`config.mk`:
```
export PLATFORM = sky130hd
export DESIGN_NAME = load_store_unit
export DESIGN_NICKNAME = d
export VERILOG_FILES = /design/src/rtl/load_store_unit.sv
export SDC_FILE = /design/constraint.sdc
export NUM_CORES = 1
export LEC_CHECK = 0
export BUFFER_PORTS_ARGS = -buffer_cell sky130_fd_sc_hd__buf_4
export CAP_MARGIN = 20
export CORE_MARGIN = 3
export CORE_UTILIZATION = 55
export CTS_CLUSTER_DIAMETER = 100
export DETAILED_ROUTE_END_ITERATION = 10
export GPL_ROUTABILITY_DRIVEN = 0
export PLACE_DENSITY_LB_ADDON = 0.15
export SLEW_MARGIN = 20
export SYNTH_ARGS = -nofsm -noshare
export SYNTH_HDL_FRONTEND = slang
export SYNTH_SLANG_ARGS = --single-unit
```
`constraint.sdc`:
```
create_clock -name clk -period 8 [get_ports clk]
set_input_delay 0.4 -clock clk [delete_from_list [all_inputs] [get_ports clk]]
set_output_delay 0.4 -clock clk [all_outputs]
set_load 0.1 [all_outputs]
```
`src/rtl/load_store_unit.sv`:
```
// RV32I load/store front-end for MagicMemory; SB/SH via read-modify-write, bad accesses flagged without touching memory.
// Latency: error 1 cycle, LW/LB/LH/SW 2 cycles, SB/SH 3 cycles. Backpressure: req_ready only in IDLE, response never stalls.
module load_store_unit #(
    parameter int               ADDR_W     = 32,
    parameter logic [ADDR_W-1:0] ADDR_LIMIT = 32'h0000_1000
) (
    input  logic              clk,
    input  logic              rst_n,
    input  logic              req_valid,
    output logic              req_ready,
    input  logic              req_we,
    input  logic [2:0]        req_funct3,
    input  logic [ADDR_W-1:0] req_addr,
    input  logic [31:0]       req_wdata,
    output logic              resp_valid,
    output logic [31:0]       resp_rdata,
    output logic              resp_err,
    output logic [ADDR_W-1:0] mem_addr,
    output logic [31:0]       mem_write_data,
    output logic              mem_we,
    input  logic [31:0]       mem_read_data
);

    typedef enum logic [2:0] {
        S_IDLE, S_LOAD, S_STORE_W, S_RMW_RD, S_RMW_WR, S_RESP
    } state_t;

    state_t            state_q, state_d;
    logic [1:0]        addr_lo_q, addr_lo_d;
    logic [2:0]        funct3_q, funct3_d;
    logic [15:0]       wdata_q, wdata_d;
    logic              req_ready_q, req_ready_d;
    logic              resp_valid_q, resp_valid_d;
    logic [31:0]       resp_rdata_q, resp_rdata_d;
    logic              resp_err_q, resp_err_d;
    logic [ADDR_W-1:0] mem_addr_q, mem_addr_d;
    logic [31:0]       mem_write_data_q, mem_write_data_d;
    logic              mem_we_q, mem_we_d;

    logic        req_illegal, req_misaligned, req_range, req_err;
    logic [7:0]  ld_byte;
    logic [15:0] ld_half;
    logic [31:0] ld_ext;
    logic [31:0] merged;

    always_comb begin
        req_illegal    = req_we ? (req_funct3[2] | (req_funct3[1:0] == 2'b11))
                                : ((req_funct3 == 3'b011) | (req_funct3[2:1] == 2'b11));
        req_misaligned = ((req_funct3[1:0] == 2'b01) & req_addr[0])
                       | ((req_funct3[1:0] == 2'b10) & (req_addr[1:0] != 2'b00));
        req_range      = (req_addr >= ADDR_LIMIT);
        req_err        = req_illegal | req_misaligned | req_range;
    end

    // Lane selection and sign/zero extension of the fetched word.
    always_comb begin
        case (addr_lo_q)
            2'd0:    ld_byte = mem_read_data[7:0];
            2'd1:    ld_byte = mem_read_data[15:8];
            2'd2:    ld_byte = mem_read_data[23:16];
            default: ld_byte = mem_read_data[31:24];
        endcase
        ld_half = addr_lo_q[1] ? mem_read_data[31:16] : mem_read_data[15:0];
        case (funct3_q)
            3'b000:  ld_ext = {{24{ld_byte[7]}}, ld_byte};
            3'b001:  ld_ext = {{16{ld_half[15]}}, ld_half};
            3'b100:  ld_ext = {24'h0, ld_byte};
            3'b101:  ld_ext = {16'h0, ld_half};
            default: ld_ext = mem_read_data;
        endcase
        merged = mem_read_data;
        if (funct3_q[0]) merged[{addr_lo_q[1], 4'b0000} +: 16] = wdata_q;
        else             merged[{addr_lo_q, 3'b000} +: 8]     = wdata_q[7:0];
    end

    always_comb begin
        state_d          = state_q;
        addr_lo_d        = addr_lo_q;
        funct3_d         = funct3_q;
        wdata_d          = wdata_q;
        mem_addr_d       = mem_addr_q;
        mem_write_data_d = mem_write_data_q;
        req_ready_d      = 1'b0;
        resp_valid_d     = 1'b0;
        resp_rdata_d     = 32'h0;
        resp_err_d       = 1'b0;
        mem_we_d         = 1'b0;
        case (state_q)
            S_IDLE: begin
                if (req_valid) begin
                    addr_lo_d = req_addr[1:0];
                    funct3_d  = req_funct3;
                    wdata_d   = req_wdata[15:0];
                    if (req_err) begin
                        state_d      = S_RESP;
                        resp_valid_d = 1'b1;
                        resp_err_d   = 1'b1;
                    end else begin
                        mem_addr_d = {req_addr[ADDR_W-1:2], 2'b00};
                        if (!req_we) begin
                            state_d = S_LOAD;
                        end else if (req_funct3 == 3'b010) begin
                            state_d          = S_STORE_W;
                            mem_we_d         = 1'b1;
                            mem_write_data_d = req_wdata;
                        end else begin
                            state_d = S_RMW_RD;
                        end
                    end
                end else begin
                    req_ready_d = 1'b1;
                end
            end
            S_LOAD: begin
                state_d      = S_RESP;
                resp_valid_d = 1'b1;
                resp_rdata_d = ld_ext;
            end
            S_RMW_RD: begin
                state_d          = S_RMW_WR;
                mem_we_d         = 1'b1;
                mem_write_data_d = merged;
            end
            S_STORE_W, S_RMW_WR: begin
                state_d      = S_RESP;
                resp_valid_d = 1'b1;
            end
            default: begin
                state_d     = S_IDLE;
                req_ready_d = 1'b1;
            end
        endcase
    end

    always_ff @(posedge clk or negedge rst_n) begin
        if (!rst_n) begin
            state_q          <= S_IDLE;
            addr_lo_q        <= 2'b00;
            funct3_q         <= 3'b000;
            wdata_q          <= 16'h0;
            req_ready_q      <= 1'b1;
            resp_valid_q     <= 1'b0;
            resp_rdata_q     <= 32'h0;
            resp_err_q       <= 1'b0;
            mem_addr_q       <= '0;
            mem_write_data_q <= 32'h0;
            mem_we_q         <= 1'b0;
        end else begin
            state_q          <= state_d;
            addr_lo_q        <= addr_lo_d;
            funct3_q         <= funct3_d;
            wdata_q          <= wdata_d;
            req_ready_q      <= req_ready_d;
            resp_valid_q     <= resp_valid_d;
            resp_rdata_q     <= resp_rdata_d;
            resp_err_q       <= resp_err_d;
            mem_addr_q       <= mem_addr_d;
            mem_write_data_q <= mem_write_data_d;
            mem_we_q         <= mem_we_d;
        end
    end

    assign req_ready      = req_ready_q;
    assign resp_valid     = resp_valid_q;
    assign resp_rdata     = resp_rdata_q;
    assign resp_err       = resp_err_q;
    assign mem_addr       = mem_addr_q;
    assign mem_write_data = mem_write_data_q;
    assign mem_we         = mem_we_q;

endmodule
```
# Word level (Yosys, flattened, before mapping)
# Index checks and enable logic that the tools add are counted.
[op_classes]
shift = 4
n_reduce_logical = 10
eq_ne = 19
order_cmp = 1
bitwise_logic = 8
muxes = 29
add_sub_neg = 2
[ops]
columns = ["operator", "n"]
rows = [
  ["two-way mux 32 bit", 6],
  ["case mux 32 bit (4 select lines)", 1],
  ["bitwise mux 32 bit", 2],
  ["case mux 32 bit (2 select lines)", 1],
  [">= comparator 32 x 13 -> 1 bit, second input constant", 1],
  ["variable shift 16 x 7 -> 32 bit, first input constant", 1],
  ["variable shift 8 x 7 -> 32 bit, first input constant", 1],
  ["variable part select 16 x 7 -> 32 bit", 1],
  ["variable part select 8 x 7 -> 32 bit", 1],
  ["case mux 8 bit (3 select lines)", 1],
  ["two-way mux 16 bit", 1],
  ["negation 5 -> 7 bit", 2],
  ["equality test 3 x 2 -> 1 bit, second input constant", 4],
  ["two-way mux 1 bit", 10],
  ["equality test 3 bit, second input constant", 3],
  ["case mux 3 bit (3 select lines)", 1],
  ["equality test 2 bit, second input constant", 4],
  ["inequality test 2 bit, second input constant", 4],
  ["equality test 3 x 1 -> 1 bit, second input constant", 2],
  ["logical NOT 3 bit", 2],
  ["two-way mux 3 bit", 2],
  ["case mux 1 bit (2 select lines)", 3],
  ["OR 1 bit", 5],
  ["AND reduction 5 bit", 1],
  ["other kinds (10)", 13],
]
[word_totals]
regBits = 122
in_bits = 103
out_inout_bits = 100

# Longest topological paths before layout
[depth]
word_depth = 8
ltp_mapped = 12

# Worst setup path before layout
# Ideal clock, no wire load.
[synth_timing]
path_kind = "reg-to-reg"
start = "reg addr_lo_q[1]"
end = "reg resp_rdata_q[21], in the netlist resp_rdata[21]"
stages_incl_launch_ff = 13
arrival_time_ns = 2.983
synth_period_minus_slack_ns = 3.120
setup_ns = 0.137
path_slack_ns = 4.880
path_cell_list = "dfrtp_1 > buf_2 > buf_1 > inv_1 > clkbuf_1 > ha_1 > clkbuf_1 > a222oi_1 > a211o_1 > a21oi_1 > o21bai_1 > clkbuf_1 > a21oi_1"
[synth_via]
elab_chain_len = 4
[synth_rtl]
columns = ["item", "line_no", "rtl"]
rows = [
  ["start: declaration", "29", "logic [1:0] addr_lo_q, addr_lo_d;"],
  ["start signal: assignment", "150", "addr_lo_q <= addr_lo_d;"],
  ["equality test 2 bit (tied with other cells)", "57", "case (addr_lo_q)"],
  ["case mux 8 bit (3 select lines)", "57", ""],
  ["case mux 32 bit (4 select lines) *", "64", "case (funct3_q)"],
  ["two-way mux 32 bit *", "88", "case (state_q)"],
  ["net resp_rdata_d[21]", "34", "logic [31:0] resp_rdata_q, resp_rdata_d;"],
  ["end signal: assignment", "155", "resp_rdata_q <= resp_rdata_d;"],
  ["end: declaration", "34", ""],
]
# The timed path passes the listed nets; every way through them passes the cells marked *.
# A chain may end at the register's enable or synchronous reset.

# Worst setup path in the final report
[layout_timing]
start = "reg addr_lo_q[1]"
end = "reg mem_write_data_q[12], in the netlist mem_write_data[12]"
[layout_via]
elab_chain_len = 5
[layout_rtl]
columns = ["item", "line_no", "rtl"]
rows = [
  ["negation 5 -> 7 bit (on tied branches)", "72, 73", ""],
  ["variable part select 16 x 7 -> 32 bit (tied with other cells)", "72", "if (funct3_q[0]) merged[{addr_lo_q[1], 4'b0000} +: 16] = wdata_q;"],
  ["bitwise mux 32 bit (on tied branches)", "72, 73", ""],
  ["two-way mux 32 bit *", "72", ""],
  ["case mux 32 bit (2 select lines) *", "88", ""],
  ["end signal: assignment", "158", "mem_write_data_q <= mem_write_data_d;"],
  ["end: declaration", "37", "logic [31:0] mem_write_data_q, mem_write_data_d;"],
]
# Every way passes the cells marked *; elsewhere a longest branch is shown, timed or not.

==> results.md <==
• **power density cells** 366 nW/µm²
• **synthesis-to-layout area growth** 34.6%
• **Synth Area per Inst** 10.8 µm²
• **share of cells above drive strength 1** 37.5%
• **leakage power of the design** 0.00440 µW
• **largest net degree at the start of global routing** 77
• **summed instance area of the synthesized netlist** 6210 µm²
• **maximum vdd drop** 0.000380 V
• **wirelength, routed** 18.8 mm
• **length in cells of the worst reg-to-reg path** 7
• **area of the placeable core** 10900 µm²
• **wire length per cell after detailed routing** 20.8 µm
• **final worst-path cycle share** 46.4%
• **vias in the first global route** 5519
• **compound-cell area share of the yosys netlist** 20.2%
• **number of DRC markers in iteration 0** 589
• **transition at the pin with the smallest max-transition slack** 1.21 ns
• **first-pass GRT wire length** 28.9 mm
• **flops & latches, synth** 122
• **vias after detailed routing** 5567
• **yosys warns** 0
• **Fin Setup TNS** 0 ns
• **worst flop-to-flop path startpoint** addr_lo_q[1]$_DFFE_PN0P_
• **horizontal die dimension** 112 µm
• **Synth async-reset ratio** 100%
• **Worst EP required** 8.36 ns
• **category of the most critical setup path** reg2reg
• **fraction of the mapped netlist area in adder cells** 1.21%
• **Num CTS Buffers** 17
• **post-detail-place hpwl** 13.2 mm
• **main combinational cell family by area after synthesis** compound AO/OA/AOI/OAI gates
• **Die Ht** 112 µm
• **shortest clock period the worst path allows after layout** 3.71 ns
• **Nets** 862
• **capturing element type of the critical path** flop
• **DRC** 0
• **buffer levels on the longest clock path** 2
• **share of cell area taken by muxes after synthesis** 14.7%
• **Top-Level Pins** 203
• **Post-Synthesis Cells** 573
• **Max Transition Viols Final** 0
• **worst skew pair latency** 0.42 ns
• **setup slack of the worst register-to-register path** 4.29 ns
• **reg-to-reg critical path endpoint** mem_write_data[12]$_DFFE_PN0P_
• **post-CTS sizing** 0
• **Diodes inserted** 0
• **number of antenna violations at the first check in global routing** 0
• **number of antenna-violating nets in the routed design** 0
• **Post-synth top flop** dfrtp_1
• **maximum clock frequency** 270 MHz
• **hold bufs inserted after CTS** 0
• **post-synthesis xor/xnor area fraction** 0.141%
• **final setup violation count** 0
• **overall routing resource usage** 29.2%
• **tightest slew margin relative to the limit** 18.5%
• **library cells used by synthesis** 43
• **outcome** finished, final reports clean
• **total gr overflow** 0
• **kind of start point of the critical path** flop
• **number of max-cap violations** 0
• **Die Outline Area** 12600 µm²
• **HP Class** in2async
• **first drt pass iteration count** 6
• **number of buffers added for setup after CTS** 0
• **smallest hold slack** 0.0112 ns
• **CTS H-tree depth** 4
• **largest fanout of any net on the critical path** 39
• **CTS Sinks** 122
• **RSZ-0062 raised after global routing** no
• **CTS tree** built
• **DR vias/cell** 6.15
• **simple-gate area share of the yosys netlist** 9.61%
• **data arrival time at the worst-slack endpoint** 4.07 ns
• **Initial Utilization** 56.8%
• **Row Count** 38
• **setup clock skew after layout** 0.00801 ns
• **number of buffers added on ports** 200
• **minimum setup slack in the final design** 4.29 ns
• **number of flops mapped to enable cells by yosys** 0
• **clock input transition at the sequential cells of the worst setup and hold paths** 0.05 ns
• **Final Hold Vio Count** 0
• **Root Buffer** clkbuf_16
• **post-placement worst setup slack** 4.13 ns
• **part of the Yosys area used for sequential elements** 49.2%
placed cells by master (no fill, tap or decap), drive strengths merged, types with 3 or more instances in the layout:
master  instances
mux2i          32
inv            25
dfrtp         121
nand2          66
and2           21
nor4            6
ha              6
a22o           32
a21oi          51
nand3           3
o21ai          15
mux2           43
clkbuf         24
a221oi         15
bufinv          3
clkinv          6
nor2           21
a211oi         14
nor3            3
buf           203
a221o          32
critical path, cell delays in order (launching register included):
cell and delay, ns:
dfrtp_2 1.06, inv_1 0.47, ha_1 0.49, nand2_1 0.07
nor3_1 0.92, a221o_1 0.32, a22o_1 0.15, mux2_4 0.14
sequential cells by signal, indices dropped and copies added, names as in the netlist, 2 cells and up:
| name | flops |
|---|---|
| resp_rdata | 32 |
| addr_lo_q | 2 |
| wdata_q | 16 |
| mem_addr | 30 |
| mem_write_data | 32 |
| state_q | 3 |
| funct3_q | 3 |
cells in the mapped netlist, types with 2 or more instances:
master / number / area, µm²
clkbuf_1: 32 / 120
o21ai_0: 15 / 75.1
nor4_1: 6 / 37.5
mux2i_1: 32 / 320
nand3_1: 3 / 15.0
or2_2: 2 / 12.5
buf_4: 2 / 15.0
ha_1: 6 / 75.1
a221o_1: 32 / 320
nor2_1: 21 / 78.8
nand2_1: 66 / 248
a22o_1: 32 / 280
mux2_4: 29 / 435
buf_1: 4 / 15.0
inv_1: 25 / 93.8
and2_1: 21 / 131
mux2_2: 14 / 158
dfrtp_1: 121 / 3030
nor3_1: 3 / 15.0
a21oi_1: 51 / 255
nor2b_1: 2 / 12.5
clkinv_1: 2 / 7.51
a221oi_1: 15 / 131
a211oi_1: 14 / 105
o21a_1: 2 / 15.0
buf_6: 4 / 45.0
layout make-up:
| class | instances | area (µm²) |
|---|---|---|
| well taps | 140 | 175 |
| repair buffers | 203 | 1520 |
| flip-flops and latches | 122 | 3060 |
| fillers | 755 | 2570 |
| clock buffers | 24 | 522 |
| inverters | 27 | 101 |
| clock inverters | 7 | 110 |
| multi-input cells | 382 | 2870 |
layer usage:
layer  vias up  part of all wire [%]  global-route usage (%)
li1       2465                     -                       -
met1      2687                    39                    37.3
met2       368                    47                    46.3
met3        47                    10                    8.41
met4         0                   3.0                    13.6
met5         -                     0                       0
stage by stage:
step / total power (µW) / cells / cell area [µm²] / utilization, %
2_1_floorplan: 1880 / 574 / 6210 / -
3_3_place_gp: 2190 / 874 / 7720 / 70.6
3_5_place_dp: 2230 / 874 / 7720 / 70.6
4_1_cts: 3040 / 905 / 8350 / 76.3
5_1_grt: 3170 / 905 / 8360 / 76.5
6_report: 3060 / 905 / 8360 / 76.5
worst max-delay path by stage:
stage | startpoint | end | slack (ns)
after floorplan | addr_lo_q[1]$_DFFE_PN0P_ | resp_rdata[21]$_DFF_PN0_ | 4.88
after global placement | addr_lo_q[1]$_DFFE_PN0P_ | resp_rdata[31]$_DFF_PN0_ | 4.41
after detailed placement | addr_lo_q[1]$_DFFE_PN0P_ | resp_rdata[19]$_DFF_PN0_ | 4.13
after CTS | addr_lo_q[1]$_DFFE_PN0P_ | resp_rdata[29]$_DFF_PN0_ | 4.14
after global routing | addr_lo_q[1]$_DFFE_PN0P_ | mem_write_data[12]$_DFFE_PN0P_ | 4.21
final | addr_lo_q[1]$_DFFE_PN0P_ | mem_write_data[12]$_DFFE_PN0P_ | 4.29
power by group:
| group | internal [µW] | switching (µW) | total [µW] | leakage, µW |
|---|---|---|---|---|
| clock | 544 | 267 | 811 | 0.000318 |
| sequential | 741 | 165 | 905 | 0.00165 |
| combinational | 381 | 963 | 1340 | 0.00244 |
logic make-up (layout without fill, tap and decap cells):
logic type               after synthesis  in the layout
adder cells (fa/ha/maj)                6              6
flip-flops                           122            122
other                                  1              2
AND/OR/NAND/NOR                      129            129
AO/OA/AOI/OAI                        169            169
XOR/XNOR                               1              1
buffers and inverters                 70            261
multiplexers                          75             75
(Power assumes the default switching activity.)
